### src/rtl/llc_mshr_alloc_if.sv
// llc_mshr_alloc_if: allocation, free and status signals of the MSHR pool allocator
interface llc_mshr_alloc_if #(parameter int MSHR_BITS = 4);
  logic [1:0]           alloc_valid;
  logic [1:0]           alloc_ready;
  logic [MSHR_BITS-1:0] alloc_id;
  logic                 free_valid;
  logic [MSHR_BITS-1:0] free_id;
  logic [MSHR_BITS:0]   mshr_cnt;
  logic                 mshr_full;
  logic                 mshr_idle;
  logic                 err_double_free;
  modport master (
    output alloc_valid, free_valid, free_id,
    input  alloc_ready, alloc_id, mshr_cnt, mshr_full, mshr_idle, err_double_free
  );
  modport slave (
    input  alloc_valid, free_valid, free_id,
    output alloc_ready, alloc_id, mshr_cnt, mshr_full, mshr_idle, err_double_free
  );
endinterface

### src/rtl/llc_mshr_alloc.sv
// llc_mshr_alloc: MSHR free-map owner with round-robin, reserve-aware two-requester allocation
module llc_mshr_alloc #(
  parameter int N_MSHR    = 16,
  parameter int MSHR_BITS = 4,
  parameter int RESERVE   = 1
) (
  input logic              clk,
  input logic              rst,
  llc_mshr_alloc_if.slave  bus
);
  logic [N_MSHR-1:0]    free_map_q, free_map_d;
  logic [MSHR_BITS:0]   mshr_cnt_q, mshr_cnt_d;
  logic                 rr_q, rr_d;
  logic                 err_double_free_q, err_double_free_d;
  logic                 elig0, elig1, req0, req1, commit, legal_free;
  logic [1:0]           ready, grant;
  logic [MSHR_BITS-1:0] low_id;
  always_comb begin
    low_id = '0;
    for (int i = N_MSHR - 1; i >= 0; i--) low_id = free_map_q[i] ? MSHR_BITS'(i) : low_id;
  end
  assign elig1 = mshr_cnt_q != '0;
  assign elig0 = mshr_cnt_q > (MSHR_BITS+1)'(RESERVE);
  assign req0  = bus.alloc_valid[0] & elig0;
  assign req1  = bus.alloc_valid[1] & elig1;
  // A requester's own valid never gates its ready; only the rival's request can take it away
  assign ready[0] = ~rst & elig0 & ~(req1 & rr_q);
  assign ready[1] = ~rst & elig1 & ~(req0 & ~rr_q);
  assign grant    = bus.alloc_valid & ready;
  assign commit   = |grant;
  // Freeing an entry the registered map already shows free (including this cycle's alloc_id) is illegal
  assign legal_free = bus.free_valid && (int'(bus.free_id) < N_MSHR) && !free_map_q[bus.free_id];
  always_comb begin
    free_map_d = free_map_q;
    if (commit) free_map_d[low_id] = 1'b0;
    if (legal_free) free_map_d[bus.free_id] = 1'b1;
    mshr_cnt_d = mshr_cnt_q - (MSHR_BITS+1)'(commit) + (MSHR_BITS+1)'(legal_free);
    rr_d = commit ? ~grant[1] : rr_q;
    err_double_free_d = bus.free_valid & ~legal_free;
  end
  always_ff @(posedge clk) begin
    if (rst) begin
      free_map_q        <= '1;
      mshr_cnt_q        <= (MSHR_BITS+1)'(N_MSHR);
      rr_q              <= 1'b0;
      err_double_free_q <= 1'b0;
    end else begin
      free_map_q        <= free_map_d;
      mshr_cnt_q        <= mshr_cnt_d;
      rr_q              <= rr_d;
      err_double_free_q <= err_double_free_d;
    end
  end
  assign bus.alloc_ready     = ready;
  assign bus.alloc_id        = low_id;
  assign bus.mshr_cnt        = mshr_cnt_q;
  assign bus.mshr_full       = mshr_cnt_q == '0;
  assign bus.mshr_idle       = mshr_cnt_q == (MSHR_BITS+1)'(N_MSHR);
  assign bus.err_double_free = err_double_free_q;
  a_cnt_popcount: assert property (@(posedge clk) disable iff (rst)
    $countones(free_map_q) == int'(mshr_cnt_q));
endmodule

### src/flat_wrapper.sv
// flat-port wrapper written by rule: the top's interface ports become plain ports
module llc_mshr_alloc_flat 
#(
  parameter int N_MSHR    = 16,
  parameter int MSHR_BITS = 4,
  parameter int RESERVE   = 1
)
  (clk, rst, bus_alloc_valid, bus_free_valid, bus_free_id, bus_alloc_ready, bus_alloc_id, bus_mshr_cnt, bus_mshr_full, bus_mshr_idle, bus_err_double_free);
  llc_mshr_alloc_if #(.MSHR_BITS(MSHR_BITS)) bus_i ();
  input logic clk;
  input logic rst;
  input wire logic [$bits(bus_i.alloc_valid)-1:0] bus_alloc_valid;
  input wire logic [$bits(bus_i.free_valid)-1:0] bus_free_valid;
  input wire logic [$bits(bus_i.free_id)-1:0] bus_free_id;
  output wire logic [$bits(bus_i.alloc_ready)-1:0] bus_alloc_ready;
  output wire logic [$bits(bus_i.alloc_id)-1:0] bus_alloc_id;
  output wire logic [$bits(bus_i.mshr_cnt)-1:0] bus_mshr_cnt;
  output wire logic [$bits(bus_i.mshr_full)-1:0] bus_mshr_full;
  output wire logic [$bits(bus_i.mshr_idle)-1:0] bus_mshr_idle;
  output wire logic [$bits(bus_i.err_double_free)-1:0] bus_err_double_free;
  assign bus_i.alloc_valid = bus_alloc_valid;
  assign bus_i.free_valid = bus_free_valid;
  assign bus_i.free_id = bus_free_id;
  assign bus_alloc_ready = bus_i.alloc_ready;
  assign bus_alloc_id = bus_i.alloc_id;
  assign bus_mshr_cnt = bus_i.mshr_cnt;
  assign bus_mshr_full = bus_i.mshr_full;
  assign bus_mshr_idle = bus_i.mshr_idle;
  assign bus_err_double_free = bus_i.err_double_free;
  llc_mshr_alloc #(.N_MSHR(N_MSHR), .MSHR_BITS(MSHR_BITS), .RESERVE(RESERVE)) u_core (.clk(clk), .rst(rst), .bus(bus_i));
endmodule
### config.mk
export PLATFORM = sky130hd
export DESIGN_NAME = llc_mshr_alloc_flat
export DESIGN_NICKNAME = d
export VERILOG_FILES = /design/src/rtl/llc_mshr_alloc_if.sv /design/src/rtl/llc_mshr_alloc.sv /design/src/flat_wrapper.sv
export SDC_FILE = /design/constraint.sdc
export NUM_CORES = 1
export LEC_CHECK = 0
export ABC_AREA = 1
export BUFFER_PORTS_ARGS = -buffer_cell sky130_fd_sc_hd__clkbuf_2
export CORE_UTILIZATION = 51
export CTS_BUF_LIST = sky130_fd_sc_hd__clkbuf_16
export DETAILED_ROUTE_END_ITERATION = 16
export HOLD_SLACK_MARGIN = 0.1
export PLACE_DENSITY_LB_ADDON = 0.08
export SLEW_MARGIN = 20
export SYNTH_ARGS = -nofsm -noshare
export SYNTH_HDL_FRONTEND = slang
export SYNTH_SLANG_ARGS = --single-unit
### constraint.sdc
create_clock -name clk -period 3 [get_ports clk]
set_input_delay 0.3 -clock clk [delete_from_list [all_inputs] [get_ports clk]]
set_output_delay 0.3 -clock clk [all_outputs]
set_load 0.02 [all_outputs]
## After elaboration in Yosys (flattened, before gate mapping)

Index checks and enable logic that the tools add are counted.

| storage, ports and cells | value |
|---|---|
| memories | 0 |
| latch bits | 0 |
| bits in read-only memories | 0 |
| bits in writable memories | 0 |
| word-level logic and storage cells | 62 |
| output and inout port bits | 14 |
| bits in registers | 23 |

| cells by class | value |
|---|---|
| add/subtract/negate cells | 2 |
| mux-type cells | 24 |
| multiply operators | 0 |
| reductions and logical operators | 7 |
| eq/ne operators | 1 |
| bitwise gates (word level) | 19 |
| shifts and indexed selects | 0 |
| divide/modulo/power cells | 0 |
| order comparisons | 5 |

Operators by type and width:

| kind | count |
|---|---|
| $mux 4 | 16 |
| $mux 16 | 2 |
| $and 16x16->16 | 1 |
| $not 16->16 | 1 |
| $or 16x16->16 | 1 |
| $lt 4x5->1 const B | 2 |
| $and 1x1->1 | 9 |
| $demux 1 s4 | 2 |
| $ge 4x1->1 const B | 2 |
| $not 1->1 | 6 |
| $add 5x1->5 | 1 |
| $eq 5x5->1 const B | 1 |
| $gt 5x1->1 const B | 1 |
| $logic_not 5->1 | 1 |
| $reduce_bool 5->1 | 1 |
| $sub 5x1->5 | 1 |
| $bmux 1 s4 | 1 |
| $logic_and 1x1->1 | 3 |
| $mux 1 | 3 |
| $and 2x2->2 | 1 |
| $reduce_or 2->1 | 1 |
| $logic_not 1->1 | 1 |

## Longest topological paths before layout

| logic depth | value |
|---|---|
| depth in word-level cells | 25 |
| depth in mapped cells | 19 |
| depth with buffers taken out | 19 |

## Worst setup path before layout

Ideal clock, no wire load.

| timing path | value |
|---|---|
| kind | reg-to-reg |
| from | register u_core.mshr_cnt_q[1] (netlist: u_core.bus.mshr_cnt[1]) |
| to | register u_core.mshr_cnt_q[4] (netlist: u_core.bus.mshr_cnt[4]) |
| stages on the path, launching flop included | 18 |
| buffers on the path | 0 |
| clock period less this slack | 3038 ps |
| arrival time | 2914 ps |
| path slack | -38 ps |
| setup time | 123 ps |
| required time | 2877 ps |
| cells stage by stage | dfxtp_1 inv_1 ha_1 nand2_1 nand2_1 a32oi_2 nand3b_1 nand3_1 nand2_2 ha_1 inv_1 ha_1 inv_1 fa_1 o21bai_1 a21oi_1 xor2_1 or2_2 |

| on the way | value |
|---|---|
| word-level cells in the longest chain between the ends | 9 |
| elaborated cells on any way between the ends | 16 |

RTL lines:

| what | RTL line | RTL |
|---|---|---|
| start: declaration | llc_mshr_alloc.sv:12 | `logic [MSHR_BITS:0] mshr_cnt_q, mshr_cnt_d;` |
| start signal: assignment | llc_mshr_alloc.sv:44 | `mshr_cnt_q <= (MSHR_BITS+1)'(N_MSHR);` |
| start signal: assignment | llc_mshr_alloc.sv:49 | `mshr_cnt_q <= mshr_cnt_d;` |
| $gt 5x1->1 or $reduce_bool 5->1 (tied branches) | llc_mshr_alloc.sv:23, llc_mshr_alloc.sv:22 |  |
| $and 1x1->1, on equally long branches | llc_mshr_alloc.sv:24, llc_mshr_alloc.sv:25 |  |
| $and 1x1->1, on equally long branches | llc_mshr_alloc.sv:28, llc_mshr_alloc.sv:27 |  |
| $not 1->1, on equally long branches | llc_mshr_alloc.sv:28, llc_mshr_alloc.sv:27 |  |
| $and 1x1->1, on equally long branches | llc_mshr_alloc.sv:28, llc_mshr_alloc.sv:27 |  |
| $and 2x2->2 | llc_mshr_alloc.sv:29 | `assign grant = bus.alloc_valid & ready;` |
| $reduce_or 2->1 | llc_mshr_alloc.sv:30 | `assign commit = \|grant;` |
| $sub 5x1->5 (*) | llc_mshr_alloc.sv:37 | `mshr_cnt_d = mshr_cnt_q - (MSHR_BITS+1)'(commit) + (MSHR_BITS+1)'(legal_free);` |
| $add 5x1->5 (*) | llc_mshr_alloc.sv:37 |  |

Mark *: on every way between the ends. The rest lies on a longest branch, timed or not.
A chain may end at the register's enable or synchronous reset.

## Worst setup path after layout

Same ends and word-level chain as after synthesis.

==> flow_metrics.env <==
export IMPL_status="complete, no violations"
export IMPL_synthesis_area_mm2=0.00165
export IMPL_hold_violations=0
export IMPL_switching_share_pct=39.8
export IMPL_whs_ns=0.277
export IMPL_die_area_mm2=0.00346
export IMPL_grt_overflow=0
export IMPL_cp_max_fo=3
export IMPL_core_area_mm2=0.00305
export IMPL_drtAntennaViolNets=0
export IMPL_grt_total_usage_pct=24.6
export IMPL_finalSetupViolCount=0
export IMPL_synth_area_leaders="dfxtp_1 28%, nand2_1 14%, inv_1 9.3%, nand3_1 8.2%, ha_1 6.8%"
export IMPL_path_clk_slew_ns=0.06
export IMPL_numCtsBuffers=3
export IMPL_yosysTopAreaCellShare_pct=28.0
export IMPL_skew_ns=0.00203
export IMPL_totalWireLength_um=3780
export IMPL_clock_sinks=23
export IMPL_io_buffers=22
export IMPL_vias_per_cell=4.94
export IMPL_cts_max_level=1
export IMPL_synth_cell_types=34
export IMPL_cp_end_kind="flop"
export IMPL_power_density_mw_per_mm2=683
export IMPL_clock_latency_ns=0.26
export IMPL_slew_viol_final=0
export IMPL_drv_cap=0
export IMPL_clock_power_share_pct=21.5
export IMPL_first_iter_violations=84
export IMPL_syn_avg_cell_area_um2=6.51
export IMPL_endpoint="u_core.bus.mshr_cnt[4]$_SDFF_PP1_"
export IMPL_p_comb_share_pct=50.5
export IMPL_fillCellCount=309
export IMPL_synth_warnings=0
export IMPL_antenna_found_initial=0
export IMPL_cts_root_buf="clkbuf_16"
export IMPL_synth_largest_area_cell="dfxtp_1"
export IMPL_tritoncts="built"
export IMPL_firstDrtPassIters=4
export IMPL_grt_pass1_vias=1458
export IMPL_syn_nets=272
export IMPL_seqPwrFrac_pct=28.0
export IMPL_rr_endpoint="u_core.bus.mshr_cnt[4]$_SDFF_PP1_"
export IMPL_rr_startpoint="u_core.bus.mshr_cnt[1]$_SDFF_PP0_"
export IMPL_place_hpwl_um=3050
export IMPL_p_int_uw=818
export IMPL_arrival_ns=3.00
export IMPL_place_congestion=0.907
export IMPL_synthToLayoutAreaGrowth_pct=20.7
export IMPL_rrSetupSlack_ns=0.15
export IMPL_setup_ws_ns=0.145
export IMPL_drc=0
export IMPL_crit_required_ns=3.15
export IMPL_grt_pass1_wl_um=6440
export IMPL_post_place_ws_ns=-0.0150
export IMPL_p_leak_nw=1.09
export IMPL_period_minus_slack_ns=2.85
export IMPL_wire_per_inst_um=11.4
export IMPL_tns_ns=0
export IMPL_cp_start_kind="flop"
export IMPL_chipWidth_um=58.8
export IMPL_num_vias=1631
export IMPL_rr_worst_depth=17
export IMPL_clock_path_buffers=2
export IMPL_peakVddDrop_v=0.000661
export IMPL_final_cell_mix="62 x nand2_1, 36 x inv_1, 25 x nand3_1"
export IMPL_final_nets=306
export IMPL_crit_start="u_core.bus.mshr_cnt[1]$_SDFF_PP0_"
export IMPL_p_switching_uw=540
export IMPL_layout_drive_gt1_share_pct=30.1
export IMPL_relSlewSlack_pct=63.5
export IMPL_ys_ff_latch=23
export IMPL_syn_instance_count=253
export IMPL_rsz0062_at_grt="no"
export IMPL_worst_slew_pin_slew_ns=0.543
export IMPL_die_h_um=58.8
export IMPL_diodes=0
export IMPL_hold_depth=2
export IMPL_grt_max_degree=20
export IMPL_ys_seq_area_share_pct=28.0
export IMPL_ios=23
export IMPL_start_util_pct=53.9
export IMPL_hp_class="primary input to flop"
export IMPL_fmax_mhz=350
export IMPL_num_rows=20
export IMPL_timing_final_crit_share_pct=95.2
export IMPL_path_class="flop to flop"
export IMPL_layout_commonest_cell="nand2_1"
## power by group through the flow
stage                     registers (mW)  clock network, mW  logic (mW)
final                              0.380              0.293       0.685
after global routing               0.385              0.309       0.764
after CTS                          0.375              0.297       0.605
after detailed placement           0.382                  0       0.593
after global placement             0.379                  0       0.586
after floorplan                    0.425                  0       0.388
## cell type report
class / instances / area (um2) / share of cell area (%)
Tap cell: 44 / 55.1 / 2.77
Clock inverter: 1 / 5.00 / 0.252
Clock buffer: 3 / 75.1 / 3.78
Sequential cell: 23 / 464 / 23.3
Inverter: 54 / 205 / 10.3
Timing Repair Buffer: 31 / 178 / 8.94
Multi-Input combinational cell: 174 / 1010 / 50.6
## per-layer routing
layer	vias to the layer above	global-route usage [%]	routed length, um
met4	0	7.14	46
met1	719	36.2	1940
li1	877	-	-
met5	-	0	0
met3	5	2.64	147
met2	30	37.7	1650
## state kept, by name (all words and copies together), names as in the netlist
register and flops:
u_core.rr_q 1, u_core.free_map_q 16, u_core.bus.mshr_cnt 5, u_core.bus.err_double_free 1
## synth_stat cells (all sizes together)
library cell / n
xor2: 1
a21oi: 6
ha: 9
o21ai: 15
and3: 1
a32oi: 1
o22ai: 4
inv: 54
o221ai: 1
dfxtp: 23
nand4: 7
clkbuf: 2
nor2: 19
nor3: 2
nor4: 3
fa: 1
o31ai: 2
nand2: 70
nand3b: 1
or2: 1
nand3: 28
o21bai: 2
## how the worst min path moves through the flow
stage	start	end	slack, ns
2_1_floorplan	rst	u_core.bus.mshr_cnt[1]$_SDFF_PP0_	0.36
3_3_place_gp	u_core.free_map_q[4]$_SDFF_PP1_	u_core.free_map_q[4]$_SDFF_PP1_	0.46
3_5_place_dp	u_core.free_map_q[1]$_SDFF_PP1_	u_core.free_map_q[1]$_SDFF_PP1_	0.46
4_1_cts	rst	u_core.bus.mshr_cnt[0]$_SDFF_PP0_	0.27
5_1_grt	rst	u_core.bus.mshr_cnt[1]$_SDFF_PP0_	0.28
6_report	rst	u_core.rr_q$_SDFFE_PP0N_	0.28
## stage by stage
stage                     total power, mW  area, um2  utilization [%]  instances
after floorplan                     0.813       1650                -        253
after global placement              0.966       1830             59.9        320
after detailed placement            0.975       1830             59.9        320
after CTS                            1.28       1920             63.0        325
after global routing                 1.46       1990             65.1        330
final                                1.36       1990             65.1        330
## critical path: stages, from the launching register on
cell,delay (ns)
dfxtp_2,0.32
inv_1,0.06
ha_1,0.19
nand2_1,0.06
nand2_1,0.06
a32oi_2,0.21
buf_4,0.15
nand4_2,0.10
nand2_2,0.11
ha_4,0.19
inv_1,0.05
ha_2,0.19
inv_2,0.04
fa_2,0.38
o21bai_1,0.13
a21oi_1,0.09
xor2_1,0.13
or2_2,0.26
## cell families after synthesis
family                   after synthesis  share of synthesized area, %
AND/OR/NAND/NOR                      132                          38.6
buffers and inverters                 56                          12.9
AO/OA/AOI/OAI                         31                          11.9
flip-flops                            23                          28.0
adder cells (fa/ha/maj)               10                          8.05
XOR/XNOR                               1                         0.532
## timing repair
item                       CTS  global route
buffers inserted             1             5
setup endpoints to repair    1             1
hold buffers                 0             0
pin swaps                    2             8
gates resized for setup      2            12
(Power assumes the default switching activity.)
